`src/rtl/seq_det_ctrl.sv`:
```
// seq_det_ctrl -- stream controller for the serial sequence detector.
//
// Takes one W-bit word per valid/ready handshake, shifts it out MSB-first on
// det_bit (qualified by det_en), counts detector hits that fall inside the
// word's bit window (shifted by the detector latency) and reports the count
// with a one-cycle done pulse.
//
// Optional feature macro: SEQ_CTRL_TOTAL_EN
//   defined   -> total_hits keeps a saturating running sum of every hit_cnt
//   undefined -> total_hits is tied to zero
//
// Ports
//   clk        in   1      clock, rising edge
//   rst        in   1      asynchronous reset, active low
//   in_valid   in   1      in_data valid
//   in_ready   out  1      controller can accept a word (IDLE only)
//   in_data    in   W      word to scan
//   det_bit    out  1      serial bit to the detector
//   det_en     out  1      det_bit carries a word bit
//   det_hit    in   1      detector output
//   busy       out  1      high in SHIFT/DONE
//   done       out  1      one-cycle pulse, hit_cnt valid
//   hit_cnt    out  CNT_W  hits of the last completed word
//   total_hits out  TOT_W  saturating running total of hits
module seq_det_ctrl #(
    parameter int W       = 8,
    parameter int CNT_W   = 4,
    parameter int DET_LAT = 1,
    parameter int TOT_W   = 16
) (
    input  logic             clk,
    input  logic             rst,
    input  logic             in_valid,
    output logic             in_ready,
    input  logic [W-1:0]     in_data,
    output logic             det_bit,
    output logic             det_en,
    input  logic             det_hit,
    output logic             busy,
    output logic             done,
    output logic [CNT_W-1:0] hit_cnt,
    output logic [TOT_W-1:0] total_hits
);

    // SHIFT runs cyc = 0 .. W+DET_LAT-1
    localparam int CYC_W = (W + DET_LAT > 2) ? $clog2(W + DET_LAT) : 1;

    localparam logic [CYC_W-1:0] LAT_C  = CYC_W'(DET_LAT);
    localparam logic [CYC_W-1:0] LAST_C = CYC_W'(W + DET_LAT - 1);
    localparam logic [CYC_W-1:0] WM1_C  = CYC_W'(W - 1);
    localparam logic [CNT_W-1:0] CNT_MAX = '1;

    typedef enum logic [1:0] {
        IDLE  = 2'd0,
        SHIFT = 2'd1,
        DONE  = 2'd2
    } state_t;

    state_t           state;
    logic [W-1:0]     sreg;
    logic [CYC_W-1:0] cyc;
    logic [CNT_W-1:0] acc;

    logic             in_win;
    logic             sample;
    logic             last;
    logic [CNT_W-1:0] acc_next;

    // Hits are only credited once the first bit has had DET_LAT cycles to
    // travel through the detector; the drain cycles cover the tail bits.
    always_comb begin
        in_win   = (cyc >= LAT_C);
        sample   = (state == SHIFT) && in_win && det_hit;
        last     = (state == SHIFT) && (cyc == LAST_C);
        acc_next = acc;
        if (sample && (acc != CNT_MAX))
            acc_next = acc + 1'b1;
    end

    assign in_ready = (state == IDLE);
    assign busy     = (state != IDLE);

    always_ff @(posedge clk or negedge rst) begin
        if (!rst) begin
            state   <= IDLE;
            sreg    <= '0;
            cyc     <= '0;
            acc     <= '0;
            hit_cnt <= '0;
            det_bit <= 1'b0;
            det_en  <= 1'b0;
            done    <= 1'b0;
        end else begin
            case (state)
                IDLE: begin
                    done <= 1'b0;
                    if (in_valid) begin
                        // Present the MSB in the very first SHIFT cycle.
                        sreg    <= in_data;
                        cyc     <= '0;
                        acc     <= '0;
                        det_bit <= in_data[W-1];
                        det_en  <= 1'b1;
                        state   <= SHIFT;
                    end
                end
                SHIFT: begin
                    sreg <= sreg << 1;
                    cyc  <= cyc + 1'b1;
                    acc  <= acc_next;
                    // Next cycle still carries a word bit only if cyc+1 < W.
                    if (cyc < WM1_C) begin
                        det_bit <= sreg[W-2];
                        det_en  <= 1'b1;
                    end else begin
                        det_bit <= 1'b0;
                        det_en  <= 1'b0;
                    end
                    if (last) begin
                        hit_cnt <= acc_next;
                        done    <= 1'b1;
                        state   <= DONE;
                    end
                end
                DONE: begin
                    done  <= 1'b0;
                    state <= IDLE;
                end
                default: begin
                    done    <= 1'b0;
                    det_bit <= 1'b0;
                    det_en  <= 1'b0;
                    state   <= IDLE;
                end
            endcase
        end
    end

`ifdef SEQ_CTRL_TOTAL_EN
    // One spare bit catches the carry so the total pins at all-ones.
    logic [TOT_W:0] tot_sum;

    always_comb begin
        tot_sum = {1'b0, total_hits} + (TOT_W + 1)'(acc_next);
    end

    always_ff @(posedge clk or negedge rst) begin
        if (!rst) begin
            total_hits <= '0;
        end else if (last) begin
            total_hits <= tot_sum[TOT_W] ? {TOT_W{1'b1}} : tot_sum[TOT_W-1:0];
        end
    end
`else
    assign total_hits = '0;
`endif

endmodule
```
`config.mk`:
```
export PLATFORM = sky130hd
export DESIGN_NAME = seq_det_ctrl
export DESIGN_NICKNAME = d
export VERILOG_FILES = /design/src/rtl/seq_det_ctrl.sv
export SDC_FILE = /design/constraint.sdc
export NUM_CORES = 1
export LEC_CHECK = 0
export BUFFER_PORTS_ARGS = -buffer_cell sky130_fd_sc_hd__clkbuf_2
export CAP_MARGIN = 20
export CORE_MARGIN = 2
export CORE_UTILIZATION = 47
export DETAILED_ROUTE_END_ITERATION = 12
export PLACE_DENSITY = 0.75
export SETUP_SLACK_MARGIN = 0.5
export SLEW_MARGIN = 15
export SYNTH_ARGS = -nofsm -noshare
export SYNTH_HDL_FRONTEND = slang
export SYNTH_SLANG_ARGS = --single-unit
```
`constraint.sdc`:
```
create_clock -name clk -period 1.7 [get_ports clk]
set_input_delay 0.34 -clock clk [delete_from_list [all_inputs] [get_ports clk]]
set_output_delay 0.34 -clock clk [all_outputs]
set_load 0.05 [all_outputs]
```
; ---- Yosys cells after proc, flatten, opt, wreduce, memory -nomap -nowiden
; Index checks and enable logic that the tools add are counted.
[word_totals]
ff_bits = 24
in_bits = 12
output_inout_bits = 25
wordCells = 47
[classes]
n_addsub = 2
magnitude_cmp = 2
eq_ne = 6
mux = 17
bitwise_logic = 1
reduce_logical = 11
[op_table]
columns = operator, count
row1 = 4-bit one-hot mux with 2 select lines, 2
row2 = 7-bit one-hot mux with 2 select lines, 1
row3 = 4-bit by 1-bit adder with 4-bit output (second input constant), 2
row4 = 4-bit two-way mux, 2
row5 = 2-bit AND reduction, 4
row6 = 7-bit two-way mux, 1
row7 = 1-bit two-way mux, 6
row8 = 1-bit one-hot mux with 3 select lines, 2
row9 = 4-bit equality test (second input constant), 1
row10 = 4-bit by 1-bit >= comparator with 1-bit output (second input constant), 1
row11 = 1-bit logical AND, 4
row12 = 4-bit by 3-bit less-than comparator with 1-bit output (second input constant), 1
row13 = 2-bit two-way mux, 2
row14 = 2-bit inequality test (second input constant), 2
row15 = 4-bit inequality test (second input constant), 1
row16 = 2-bit one-hot mux with 2 select lines, 1
row17 = 2-bit nonzero test, 2
row18 = 2-bit by 1-bit equality test with 1-bit output (second input constant), 1
row19 = 2-bit equality test (second input constant), 1
row20 = 2-bit logical NOT, 1
row21 = 1-bit inverter, 1

; ---- Depth between registers and ports, before layout
[depth]
depth_word = 6
mapped_depth = 6
ltp_nobuf = 6

; ---- Worst setup path after synthesis
; Ideal clock, no wire load.
[synth_path]
path_type = register to output
from = reg state[0]
to = out in_ready
arrival_time_ns = 1.366
required_time_ns = 1.360
setup_slack_ns = -0.006
stages_incl_launch_ff = 4
cell_sequence = dfrtp_1 clkbuf_1 or2_2 inv_1
[synth_between]
elab_chain_len = 1
[synth_lines]
columns = item, line
row1 = "start, declared", 59  ; state_t state;
row2 = "start signal, assigned", 85  ; state <= IDLE;
row3 = "start signal, assigned", 104  ; state <= SHIFT;
row4 = "start signal, assigned", 122  ; state <= DONE;
row5 = 2-bit logical NOT, 80  ; assign in_ready = (state == IDLE);
row6 = "end, declared", 34  ; output logic in_ready,
; No other way between the ends.

; ---- Final worst setup path
[layout_path]
from = reg cyc[1]
to = reg hit_cnt[2]
[layout_between]
elab_chain_len = 5
word_cells_on_any_way = 8
[layout_lines]
columns = item, line
row1 = "start, declared", 61  ; logic [CYC_W-1:0] cyc;
row2 = "start signal, assigned", 109  ; cyc <= cyc + 1'b1;
row3 = 4-bit by 1-bit >= comparator with 1-bit output, 72  ; in_win = (cyc >= LAT_C);
row4 = 1-bit logical AND (2 in a row), 73  ; sample = (state == SHIFT) && in_win && det_hit;
row5 = 1-bit logical AND, 76  ; if (sample && (acc != CNT_MAX))
row6 = 4-bit two-way mux, 76
row7 = "end signal, assigned", 120  ; hit_cnt <= acc_next;
row8 = "end, declared", 41  ; output logic [CNT_W-1:0] hit_cnt,
; Parallel ways exist; a longest one is shown, timed or not.
; A chain may end at the register's enable or synchronous reset.

==> results.md <==
- Clk slew on worst S/H paths: 0.13 ns
- Seq cells post-synth: 24
- Die width: 58.9 microns
- Clk network pwr share: 0.066
- Synth cell types: 38
- Starting Density: 0.505
- Status: complete, but fails checks
- Setup_tns: 0 ns
- Final WL: between 3 and 4 mm
- Primary FF master, synth: dfrtp_1
- Yosys Warn Count: 0
- Final hold slack: slightly above 0.03 ns
- Filler cells: approximately 210
- CP endpoint kind: register
- Core area: approximately 0.0028 sq mm
- Max frequency: 615 MHz
- Multi-input gate area: about 900 sq um
- VDD IR max: around 950 uV
- Ant diodes: 0
- H-tree depth: 1
- Layout cells sized above 1: 0.474
- Overall Global Routing Usage: 0.199
- Post-route clock period utilization: 0.956
- Failing checks: DRC
- Drt drc: 4
- Sequential share of power: 0.286
- Clock root buffer: clkbuf_4
- Final Wtd Congestion: approximately 0.85
- Routed len/inst: about 15 microns
- Startpoint types: register
- Die H: 58.9 microns
- RSZ-0062 raised after global routing: true
- Worst-Skew Late Latency: ~0.3 ns
- Worst r2r src: cyc[1]
- Mapped cell area: roughly 0.0014 sq mm
- # nets final: between 200 and 250
- Port Buffers: 20
- Required @ worst endpoint: 1.92 ns
- DR pass1 iterations: 8
- Max-cap violations: 0
- CTS tree: yes
- Fin crit period: ~1.6 ns
- Syn avg cell area: roughly 9.6 sq um
- First-pass GRT wire length: 5.31 mm
- Internal power: around 2.1 mW
- Max-slew headroom: 0.579
- Type of the worst setup path: reg2reg
- Hold Vio Cnt, Final: 0
- Psw: between 1.5 and 2 mW
- Logic gate share of total power: 0.648
- Synth Instances: between 100 and 150
- Sequential fraction of the synthesis area: 0.424
- LEAKAGE: between 0.9 and 1 nW
- CTS sink cnt: 24
- Via count: between 1000 and 1500
- Vias in the first global route: approximately 1200
- Switching power share of the total: 0.438
- PD cells: approximately 1800 mW/mm^2
- Worst Path Max Fanout: 4
- Antenna violation net count after detailed routing: 0
- HP Class: in2async
- Post-synth EDFFs: 0
- Largest net degree at the start of global routing: 25
- Dpl hpwl: between 2 and 2.5 mm
- CP startpoint: cyc[1]
- Slew Limit Fails: 0
- Critical path arrival: between 1.5 and 2 ns
- Clk buf depth: 2
- Cell row count: 19
- Initial DRC count: 37
- Register area: 604 sq um
- Initial antenna violation count: 0
- Num CTS Buffers: 3
- Ys async rst share: 1.00
- Final setup violation count: 0
- Skew final: 0.00435 ns
- Gr ovfl total: 0
- Io pins: 37
- Slew @ Worst Pin: around 0.63 ns
- Vias per cell: roughly 5.5
- Layout area overhead: 43.4%
- Die Area: ~0.0035 sq mm
cells in the final DEF (no fill, tap or decap), drive strengths merged, types with 3 or more instances in the layout:
cell    synthesis  routed
buf            17      40
nand3           3       3
inv             4       3
o21ai          13      13
conb            1      16
nor2b          10      10
nand2           8       8
dfrtp          24      24
clkbuf          6      14
a22o            3       3
ha              4       4
a22oi           6       6
a31oi           4       4
a21oi          10      10
nor2            4       4
o31ai           4       4
critical path, stage by stage, from the launching register on:
cell	delay (ns)
dfrtp_1	0.42
inv_2	0.11
ha_4	0.15
or4b_4	0.50
and4_4	0.18
o31ai_2	0.18
sequential cells by signal, indices dropped and copies added (netlist names):
| register | cells |
|---|---|
| acc | 4 |
| cyc | 4 |
| det_bit | 1 |
| det_en | 1 |
| done | 1 |
| hit_cnt | 4 |
| sreg | 7 |
| state | 2 |
kinds of logic after synthesis:
kind of cell	synth area share
buf+inv	0.119
mux	0.0221
fa+ha+maj	0.0353
other cells	0.00265
compound gates	0.199
simple gates	0.198
flops	0.424
synth_stat cells (2+ instances only):
cell type | instances | share of area
a211oi_1 | 2 | 0.011
a21oi_1 | 10 | 0.035
a22o_1 | 3 | 0.019
a22oi_1 | 6 | 0.032
a31oi_1 | 4 | 0.018
and3_1 | 2 | 0.0088
and3b_1 | 2 | 0.012
buf_4 | 16 | 0.085
clkbuf_1 | 6 | 0.016
dfrtp_1 | 24 | 0.42
ha_1 | 4 | 0.035
inv_1 | 4 | 0.011
mux2i_1 | 2 | 0.014
nand2_1 | 8 | 0.021
nand2b_1 | 2 | 0.0088
nand3_1 | 3 | 0.011
nand3b_1 | 2 | 0.011
nor2_1 | 4 | 0.011
nor2b_1 | 10 | 0.044
nor3_1 | 2 | 0.0071
o21ai_0 | 13 | 0.046
o31ai_1 | 3 | 0.016
per-stage QoR:
step | util | area [sq um] | worst slack (ns) | power (mW) | std cells
floorplan | - | 1510 | 0.145 | 2.21 | 163
global placement | 0.558 | 1560 | 0.103 | 2.55 | 201
detailed placement | 0.558 | 1560 | 0.0356 | 2.61 | 201
CTS | 0.651 | 1830 | 0.0773 | 3.35 | 213
global route | 0.725 | 2030 | 0.0251 | 4.00 | 225
finish | 0.725 | 2030 | 0.0749 | 3.76 | 225
area by class of cell:
type / count / area share
Clock buffer: 3 / 0.0111
Sequential cell: 24 / 0.297
Tap cell: 31 / 0.0191
Inverter: 4 / 0.00923
Timing Repair Buffer: 51 / 0.230
Multi-Input combinational cell: 112 / 0.434
path summary, 6_finish.rpt:
check / end / cells past startpoint / slack (ns)
worst max-delay path: hit_cnt[2] / 5 / 0.07
worst min-delay path: det_en / 1 / 0.03
worst max register to register: hit_cnt[2] / 5 / 0.07
worst min register to register: sreg[0] / 2 / 0.53
max in group asynchronous: cyc[3] / 1 / 1.23
min in group clk: sreg[1] / 3 / 0.31
layer usage:
metal  vias to the layer above  share of wire  global-route usage
met4                         0         0.0085              0.0552
met2                        24           0.52               0.341
li1                        595              -                   -
met3                         4          0.030              0.0286
met5                         -              0                   0
met1                       618           0.44               0.262
power groups by stage:
stage          clock network [mW]  registers [mW]  logic [mW]
2_1_floorplan                   0            1.24       0.968
3_3_place_gp                    0           0.999        1.55
3_5_place_dp                    0            1.01        1.60
4_1_cts                     0.257            1.03        2.05
5_1_grt                     0.275            1.11        2.62
6_report                    0.248            1.07        2.43
repair_timing:
action                                  in CTS  in global routing
endpoints found under the setup margin      33                 33
pin swaps                                    7                  9
gates cloned                                 0                  1
hold buffers                                 0                  0
setup buffers                                9                 11
gates resized for setup                     39                 42
Power figures use the tool's default switching activity.
